--- src/rtl/rtc_pkg.sv ---
// Shared constants and types for the RTC bus responder: time register map,
// BCD roll-over limits and the read state encoding.
package rtc_pkg;

    localparam logic [7:0] ADDR_SEG  = 8'h00;
    localparam logic [7:0] ADDR_MIN  = 8'h01;
    localparam logic [7:0] ADDR_HORA = 8'h02;

    localparam logic [7:0] BCD_MAX_MS = 8'h59;
    localparam logic [7:0] BCD_MAX_HR = 8'h23;

    typedef enum logic {
        ST_IDLE = 1'b0,
        ST_READ = 1'b1
    } state_t;

endpackage

--- src/rtl/rtc_time_base.sv ---
// One-second tick divider and BCD seconds/minutes/hours increment. Updates are
// offered to the register file through upd and always yield to a host write.
module rtc_time_base
    import rtc_pkg::*;
#(
    parameter int TICK_DIV = 100_000_000
) (
    input  logic       clk,
    input  logic       reset,
    input  logic       host_time_wr,
    input  logic [7:0] sec,
    input  logic [7:0] mins,
    input  logic [7:0] hrs,
    output logic       tick,
    output logic       upd,
    output logic [7:0] sec_nxt,
    output logic [7:0] mins_nxt,
    output logic [7:0] hrs_nxt
);

    localparam int            CW   = $clog2(TICK_DIV);
    localparam logic [CW-1:0] LAST = CW'(TICK_DIV - 1);

    logic [CW-1:0] cnt;
    logic          tick_pending;
    logic          due;
    logic          sec_wrap;
    logic          min_wrap;

    // Values that are not valid BCD simply count on in binary until they
    // happen to hit the roll-over compare.
    function automatic logic [7:0] bcd_inc(input logic [7:0] v);
        if (v[3:0] == 4'h9) return {v[7:4] + 4'h1, 4'h0};
        return v + 8'h01;
    endfunction

    assign due = tick | tick_pending;
    assign upd = due & ~host_time_wr;

    always_comb begin
        sec_wrap = (sec == BCD_MAX_MS);
        min_wrap = sec_wrap && (mins == BCD_MAX_MS);
        sec_nxt  = sec_wrap ? 8'h00 : bcd_inc(sec);
        mins_nxt = mins;
        hrs_nxt  = hrs;
        if (sec_wrap) mins_nxt = (mins == BCD_MAX_MS) ? 8'h00 : bcd_inc(mins);
        if (min_wrap) hrs_nxt  = (hrs == BCD_MAX_HR) ? 8'h00 : bcd_inc(hrs);
    end

    always_ff @(posedge clk) begin
        if (reset) begin
            cnt          <= '0;
            tick         <= 1'b0;
            tick_pending <= 1'b0;
        end else begin
            if (cnt == LAST) begin
                cnt  <= '0;
                tick <= 1'b1;
            end else begin
                cnt  <= cnt + 1'b1;
                tick <= 1'b0;
            end
            // A host write to a time register defers the tick by one cycle;
            // a second tick arriving while one is pending stays queued.
            if (due && host_time_wr) tick_pending <= 1'b1;
            else if (upd)            tick_pending <= tick & tick_pending;
        end
    end

endmodule

--- src/rtl/rtc_bus_responder.sv ---
// Chip-side model of the RTC multiplexed address/data bus: strobe decode,
// 16-byte register file, read state machine and the running BCD time base.
module rtc_bus_responder
    import rtc_pkg::*;
#(
    parameter int TICK_DIV = 100_000_000,
    parameter int NREGS    = 16
) (
    input  logic       clk,
    input  logic       reset,
    input  logic       cs,
    input  logic       rd,
    input  logic       wr,
    input  logic       a_d,
    input  logic [7:0] ad_in,
    output logic [7:0] ad_out,
    output logic       ad_oe,
    output logic       proto_err,
    output logic       tick
);

    localparam int AW = $clog2(NREGS);

    state_t     state;
    logic       rd_q;
    logic       wr_q;
    logic       illegal_q;
    logic [7:0] addr_reg;
    logic [7:0] regs [NREGS];

    logic       wr_rise;
    logic       rd_fall;
    logic       rd_rise;
    logic       illegal;
    logic       in_range;
    logic       latch_en;
    logic       reg_wr;
    logic       host_time_wr;
    logic [7:0] rd_data;
    logic       tb_upd;
    logic [7:0] sec_nxt;
    logic [7:0] mins_nxt;
    logic [7:0] hrs_nxt;

    assign wr_rise  = ~wr_q & wr;
    assign rd_fall  = rd_q & ~rd;
    assign rd_rise  = ~rd_q & rd;
    assign illegal  = ~cs & ~rd & ~wr;
    assign in_range = (addr_reg < 8'(NREGS));

    assign latch_en     = ~cs & ~a_d & wr_rise & ~illegal;
    assign reg_wr       = ~cs &  a_d & wr_rise & ~illegal & in_range;
    assign host_time_wr = reg_wr & (addr_reg <= ADDR_HORA);
    assign rd_data      = in_range ? regs[addr_reg[AW-1:0]] : 8'h00;

    rtc_time_base #(
        .TICK_DIV (TICK_DIV)
    ) u_time_base (
        .clk          (clk),
        .reset        (reset),
        .host_time_wr (host_time_wr),
        .sec          (regs[ADDR_SEG[AW-1:0]]),
        .mins         (regs[ADDR_MIN[AW-1:0]]),
        .hrs          (regs[ADDR_HORA[AW-1:0]]),
        .tick         (tick),
        .upd          (tb_upd),
        .sec_nxt      (sec_nxt),
        .mins_nxt     (mins_nxt),
        .hrs_nxt      (hrs_nxt)
    );

    // Host write comes last so it overrides any same-cycle time base update.
    always_ff @(posedge clk) begin
        if (reset) begin
            for (int i = 0; i < NREGS; i++) regs[i] <= 8'h00;
        end else begin
            if (tb_upd) begin
                regs[ADDR_SEG[AW-1:0]]  <= sec_nxt;
                regs[ADDR_MIN[AW-1:0]]  <= mins_nxt;
                regs[ADDR_HORA[AW-1:0]] <= hrs_nxt;
            end
            if (reg_wr) regs[addr_reg[AW-1:0]] <= ad_in;
        end
    end

    always_ff @(posedge clk) begin
        if (reset) begin
            state     <= ST_IDLE;
            rd_q      <= 1'b1;
            wr_q      <= 1'b1;
            illegal_q <= 1'b0;
            addr_reg  <= 8'h00;
            ad_out    <= 8'h00;
            ad_oe     <= 1'b0;
            proto_err <= 1'b0;
        end else begin
            rd_q      <= rd;
            wr_q      <= wr;
            illegal_q <= illegal;
            proto_err <= illegal & ~illegal_q;
            if (latch_en) addr_reg <= ad_in;
            if (illegal) begin
                state <= ST_IDLE;
                ad_oe <= 1'b0;
            end else begin
                case (state)
                    ST_IDLE: begin
                        if (~cs && a_d && rd_fall) begin
                            state  <= ST_READ;
                            ad_oe  <= 1'b1;
                            ad_out <= rd_data;
                        end
                    end
                    ST_READ: begin
                        // ad_out keeps the last read value after release.
                        if (cs || rd_rise) begin
                            state <= ST_IDLE;
                            ad_oe <= 1'b0;
                        end
                    end
                    default: begin
                        state <= ST_IDLE;
                        ad_oe <= 1'b0;
                    end
                endcase
            end
        end
    end

endmodule

--- config.mk ---
export PLATFORM = sky130hd
export DESIGN_NAME = rtc_bus_responder
export DESIGN_NICKNAME = d
export VERILOG_FILES = /design/src/rtl/rtc_pkg.sv /design/src/rtl/rtc_time_base.sv /design/src/rtl/rtc_bus_responder.sv
export SDC_FILE = /design/constraint.sdc
export NUM_CORES = 1
export LEC_CHECK = 0
export ABC_AREA = 1
export ABC_CLOCK_PERIOD_IN_PS = 5820
export BUFFER_PORTS_ARGS = -buffer_cell sky130_fd_sc_hd__buf_2
export CORE_MARGIN = 4
export CORE_UTILIZATION = 45
export DETAILED_ROUTE_END_ITERATION = 12
export RECOVER_POWER = 25
export SYNTH_ARGS = -nofsm -noshare
export SYNTH_HDL_FRONTEND = slang
export SYNTH_SLANG_ARGS = --single-unit
--- constraint.sdc ---
create_clock -name clk -period 5.82 [get_ports clk]
set_input_delay 0.291 -clock clk [delete_from_list [all_inputs] [get_ports clk]]
set_output_delay 0.291 -clock clk [all_outputs]
set_load 0.01 [all_outputs]
* Word-level counts from Yosys, hierarchy flattened
Memory sizes are Yosys's and may differ from the RTL's. A register that Yosys moved wholly into a read port is not among the register bits.
Cells that the tools add are included.
** Storage, ports and cells
- Bits in registers :: 51
- Memories :: 1
- Bits of input ports :: 14
- Bits in writable memories :: 128
** Memory list
- regs :: words 16, width 8, rd ports 4, clocked after memory_dff 1, wr ports 16, line rtc_bus_responder.sv:29 : logic [7:0] regs [NREGS];
** Cells by class
- Reduce and logical (&&, ||, !) cells :: 11
- Add/subtract/negate cells :: 7
- Muxes and demuxes :: 42
- Equal/unequal tests :: 9
- Bitwise operators :: 30
- Magnitude comparators :: 2
** Operators by type and width (count)
- 8-bit 2-to-1 mux :: 16
- 27-bit by 1-bit adder with 27-bit output, second input constant :: 1
- 27-bit == test, second input constant :: 1
- 8-bit by 1-bit adder with 8-bit output, second input constant :: 3
- 1-bit 2-to-1 mux :: 21
- 1-bit AND :: 16
- 8-bit by 7-bit == test with 1-bit output, second input constant :: 2
- 4-bit by 1-bit adder with 4-bit output, second input constant :: 3
- 4-bit == test, second input constant :: 3
- 4-bit 2-to-1 mux :: 3
- 1-bit inverter :: 10
- 8-bit by 6-bit == test with 1-bit output, second input constant :: 1
- 8-bit by 2-bit less-or-equal comparator with 1-bit output, second input constant :: 1
- 8-bit by 5-bit less-than comparator with 1-bit output, second input constant :: 1
- 8-bit OR reduction :: 1
- 1-bit logical AND :: 4
- 1-bit bitwise OR :: 4
- 1-bit one-hot mux with 2 select lines :: 2
- 2-bit OR reduction :: 2
- 3-bit AND reduction :: 1
- 2-bit by 1-bit inequality test with 1-bit output, second input constant :: 1
- 2-bit inequality test, second input constant :: 1
- 2-bit AND reduction :: 1
- 2-bit nonzero test :: 1
- 1-bit logical OR :: 1

* Logic depth before layout (Yosys ltp)
- Depth after elaboration :: 13
- Depth in mapped cells :: 10
- Gate-level depth less buffers :: 9

* Cells and area by module
From an unflattened synthesis, not the netlist that was laid out.
** Second synthesis, totals
- Cells, all modules :: 1281
- Area, all modules :: 9934.5 um2
** By module, submodules not included
- rtc_bus_responder :: area each 7392.1 um2, cells each 844, times used 1
- rtc_time_base :: area each 2542.4 um2, cells each 437, times used 1

* Worst setup path before layout
No wires, ideal clock.
- Kind :: register to register
- From :: mem regs[1][1]
- To :: mem regs[2][0] (enable)
- Data arrival time :: 1.476 ns
- Stages on the path, launching flop included :: 7
- Path slack :: 3.968 ns
- Data required time :: 5.444 ns
- Library setup time :: 0.376 ns
- Path buffers :: 0
- Path through :: edfxtp_1 > inv_1 > ha_1 > nand3_1 > nor2_1 > nand2_1 > o211ai_1
** RTL lines (line)
- from (decl) :: rtc_bus_responder.sv:29

==> results_tabular.tex <==
\begin{tabular}{lr}
\hline
Metric & Value \\
\hline
\multicolumn{2}{l}{\textbf{Status}} \\
\quad Run status & finished clean \\
\multicolumn{2}{l}{\textbf{Yosys}} \\
\quad Yosys synthesis warning count & 0 \\
\quad Cell variety after synth & 43 \\
\quad Mapped Nets & 1167 \\
\quad Fraction of synthesis flops using an asynchronous set or reset pin & 0 \\
\quad Top cell type's share of synthesized area & 0.400 \\
\quad Count of state elements after synthesis & 183 \\
\quad Synthesized-area fraction occupied by xor and xnor cells & 0.0182 \\
\quad Area of the mapped netlist & 0.00961 mm2 \\
\quad Library cell occupying the most area in the post-synthesis netlist & sky130\_fd\_sc\_hd\_\_edfxtp\_1 \\
\quad Most frequent cells after synthesis & sky130\_fd\_sc\_hd\_\_nand2\_1, sky130\_fd\_sc\_hd\_\_nor2\_1, sky130\_fd\_sc\_hd\_\_inv\_1, sky130\_fd\_sc\_hd\_\_nand3\_1, sky130\_fd\_sc\_hd\_\_edfxtp\_1 \\
\quad Mux contribution to synthesized area & 0 \\
\quad Post-synthesis sequential area ratio & 0.515 \\
\quad Post-synthesis area per instance & 8.43 um2 \\
\quad Number of flops mapped to enable cells by yosys & 128 \\
\quad Adder-cell area share of the yosys netlist & 0.0169 \\
\quad Count of mapped cells out of synthesis & 1140 \\
\quad Complex-gate fraction of the synthesized area & 0.0465 \\
\quad Simple-gate share of the synthesized area & 0.319 \\
\quad Dominant combinational cell family by area after synthesis & simple AND/OR/NAND/NOR gates \\
\quad Library cell with the highest instance count after synthesis & sky130\_fd\_sc\_hd\_\_nand2\_1 \\
\quad Post-synth top flop & sky130\_fd\_sc\_hd\_\_edfxtp\_1 \\
\quad Synth area leaders & sky130\_fd\_sc\_hd\_\_edfxtp\_1, sky130\_fd\_sc\_hd\_\_dfxtp\_1, sky130\_fd\_sc\_hd\_\_nand2\_1 \\
\multicolumn{2}{l}{\textbf{Placement}} \\
\quad Detailed placer's ending HPWL & 16400 um \\
\quad Count of port buffers added during placement & 24 \\
\quad Global placement routability congestion & 0.872 \\
\quad Minimum setup slack after placement & 3.40 ns \\
\quad Placed Area & 0.00987 mm2 \\
\multicolumn{2}{l}{\textbf{Floorplan}} \\
\quad Initial standard-cell utilization of the core & 0.457 \\
\quad Die ar. & 0.0238 mm2 \\
\quad Boundary pin count & 25 \\
\quad Floorplan die height & 154 um \\
\quad Core region area & 0.0210 mm2 \\
\quad Die extent in x & 154 um \\
\quad Number of placement rows & 53 \\
\multicolumn{2}{l}{\textbf{Cells and area}} \\
\quad Largest register by flop count & regs \\
\quad Number of nets at the end of the flow & 1170 \\
\quad Post-route cell area & 0.0103 mm2 \\
\quad Fraction of final layout cells sized beyond drive strength 1 & 0.0770 \\
\quad Share of the core filled with cells in the final layout & 0.491 \\
\quad Flip-flop count of the largest register, all copies and words added & 128 \\
\quad Largest registers & regs (128), u\_time\_base.cnt (27) \\
\quad Area Overhead vs Synth & 7.49\% \\
\multicolumn{2}{l}{\textbf{Route}} \\
\quad DRC marker count from the first detailed-route iteration & 652 \\
\quad DRC errors left & 0 \\
\quad Detail-routed via count per cell & 5.21 \\
\quad Number of nets with antenna violations after detailed routing & 0 \\
\quad TritonRoute pass-1 iters & 5 \\
\quad Wire per inst & 17.1 um \\
\quad Total via count after detailed routing & 7463 \\
\quad Final WL & 24600 um \\
\multicolumn{2}{l}{\textbf{STA}} \\
\quad Peak Freq & 351 MHz \\
\quad Max-Slew Margin vs Limit & 0.0263 \\
\quad Final setup fails & 0 \\
\quad Fin Clk Skew & 0.00721 ns \\
\quad Sum of negative setup slack & 0 ns \\
\quad Transition time at the pin with the least slew margin & 1.46 ns \\
\quad Count of final max-slew check failures & 0 \\
\quad Hold violation total from the final report & 0 \\
\quad Final worst path period share & 0.489 \\
\quad Shortest clock period the worst path allows after layout & 2.85 ns \\
\quad Setup repair after global routing missed its margin & false \\
\quad Final critical-path setup slack & 2.97 ns \\
\multicolumn{2}{l}{\textbf{Setup path}} \\
\quad Crit path buf inv count & 3 \\
\quad Startpoint type of the worst setup path & primary input \\
\quad Cell type group with the largest total delay on the critical path & buffers and inverters \\
\quad R2R Setup Slk & 3.48 ns \\
\quad Most prevalent standard cell on the critical path & sky130\_fd\_sc\_hd\_\_clkbuf\_1 \\
\quad Required time of the critical path & 5.84 ns \\
\quad Chain of cells forming the critical path & clkbuf\_1 -> inv\_1 -> clkbuf\_1 -> o211ai\_1 \\
\quad CP Max Fanout & 24 \\
\quad Kind of end point of the critical path & flip-flop \\
\quad Data arrival time of the worst path & 2.86 ns \\
\quad Setup CP Type & primary input to flip-flop \\
\quad Peak per-stage delay on the critical path & 1.11 ns \\
\quad Library cell contributing the largest single delay on the critical path & sky130\_fd\_sc\_hd\_\_clkbuf\_1 \\
\multicolumn{2}{l}{\textbf{Clock network}} \\
\quad Setup bufs post-CTS & 0 \\
\quad Reg clk slew, reported paths & 0.07 ns \\
\quad Quantity of hold-fixing buffers added after cts & 0 \\
\quad Root Driver & sky130\_fd\_sc\_hd\_\_clkbuf\_16 \\
\quad Post-CTS resize count & 0 \\
\quad Number of CTS-inserted buffers & 17 \\
\quad Largest buffer count on any clock path & 2 \\
\quad Clock tree from TritonCTS & yes \\
\quad Total number of H-tree levels & 4 \\
\quad CTS Sinks & 183 \\
\quad Clock latency on the worst-skew pair & 0.43 ns \\
\multicolumn{2}{l}{\textbf{Pwr}} \\
\quad Total power divided by cell area & 277 mW/mm2 \\
\quad Tot Pwr & 0.00286 W \\
\quad LEAKAGE & 4.27 nW \\
\quad Largest voltage drop on the vdd net & 181 uV \\
\multicolumn{2}{l}{\textbf{GRT}} \\
\quad Global routing usage summed across all routing layers & 0.212 \\
\quad Antenna violations before repair & 0 \\
\quad Maximum number of pins on one net before global-route repair & 67 \\
\quad Number of global-route vias before repair & 7342 \\
\quad Global route total overflow & 0 \\
\quad Global-route wire length before repair & 39400 um \\
\multicolumn{2}{l}{\textbf{Run}} \\
\quad Max Cap Violations & 0 \\
\multicolumn{2}{l}{\textbf{Worst hold path}} \\
\quad Worst hold-check path type & primary input to flip-flop \\
\hline
\end{tabular}
path summary, 6_finish.rpt:
path | from | endpoint | depth (start not counted)
hold reg to reg | illegal_q | proto_err | 1
setup / recovery | reset | regs[2][7] | 4
hold / removal | rd | rd_q | 3
setup reg to reg | addr_reg[7] | regs[12][3] | 5
placed cells by master, fill, tap and decap left out, types with 3 or more instances in the layout:
cell / count
sky130_fd_sc_hd__inv_2: 7
sky130_fd_sc_hd__nor2_1: 157
sky130_fd_sc_hd__clkinvlp_4: 5
sky130_fd_sc_hd__nand4_2: 5
sky130_fd_sc_hd__or2_2: 4
sky130_fd_sc_hd__xnor2_1: 3
sky130_fd_sc_hd__clkbuf_1: 14
sky130_fd_sc_hd__clkinv_1: 4
sky130_fd_sc_hd__nor3_2: 8
sky130_fd_sc_hd__o22ai_1: 20
sky130_fd_sc_hd__nand4_1: 20
sky130_fd_sc_hd__nand3_2: 3
sky130_fd_sc_hd__ha_1: 13
sky130_fd_sc_hd__clkbuf_16: 17
sky130_fd_sc_hd__nor3_1: 12
sky130_fd_sc_hd__bufinv_16: 4
sky130_fd_sc_hd__xor2_1: 17
sky130_fd_sc_hd__nand3_1: 134
sky130_fd_sc_hd__nand2_2: 5
sky130_fd_sc_hd__inv_1: 146
sky130_fd_sc_hd__edfxtp_1: 128
sky130_fd_sc_hd__nand2_1: 280
sky130_fd_sc_hd__a21oi_1: 33
sky130_fd_sc_hd__nor2_4: 3
sky130_fd_sc_hd__o21ai_0: 17
sky130_fd_sc_hd__dfxtp_1: 54
sky130_fd_sc_hd__buf_2: 12
tightest hold or removal path, cell delays in order:
cell and delay (ns):
sky130_fd_sc_hd__buf_2 0.07, sky130_fd_sc_hd__inv_1 0.05, sky130_fd_sc_hd__nand2_1 0.06
cell type report:
cell class	count	area, um2
fillers	2071	10700
flip-flops and latches	183	4950
multi-input cells	757	3690
inverters	157	589
clock buffers	19	443
well taps	275	344
clock inverters	13	194
repair buffers	27	124
diodes	1	2.50
cell families after synthesis:
logic type                 after synthesis
DFF                                    183
xor gates and xnor gates                20
AOI/OAI and AO/OA                       80
and+or+nand+nor                        644
buffers and inverters                  200
adders and majority gates               13
stage by stage:
step	instances	hold WS (ns)
4_1_cts	1431	0.0661
3_3_place_gp	1399	0.410
2_1_floorplan	1140	0.368
6_report	1432	0.0770
5_1_grt	1431	0.0936
3_5_place_dp	1399	0.406
report_power, final:
part	total, W	switching [W]	internal (W)
logic	0.000161	0.000122	0.0000388
clock network	0.00125	0.000518	0.000737
registers	0.00144	0.0000195	0.00142
metal layers:
layer	vias up	global-route usage	share of wire	routed length [um]
li1	3718	-	-	-
met1	3513	0.298	0.47	11600
met2	190	0.327	0.45	11100
met3	42	0.0419	0.049	1190
met4	0	0.0723	0.026	628
met5	-	0	0	0
No activity file was read; power rests on OpenSTA's default activity.
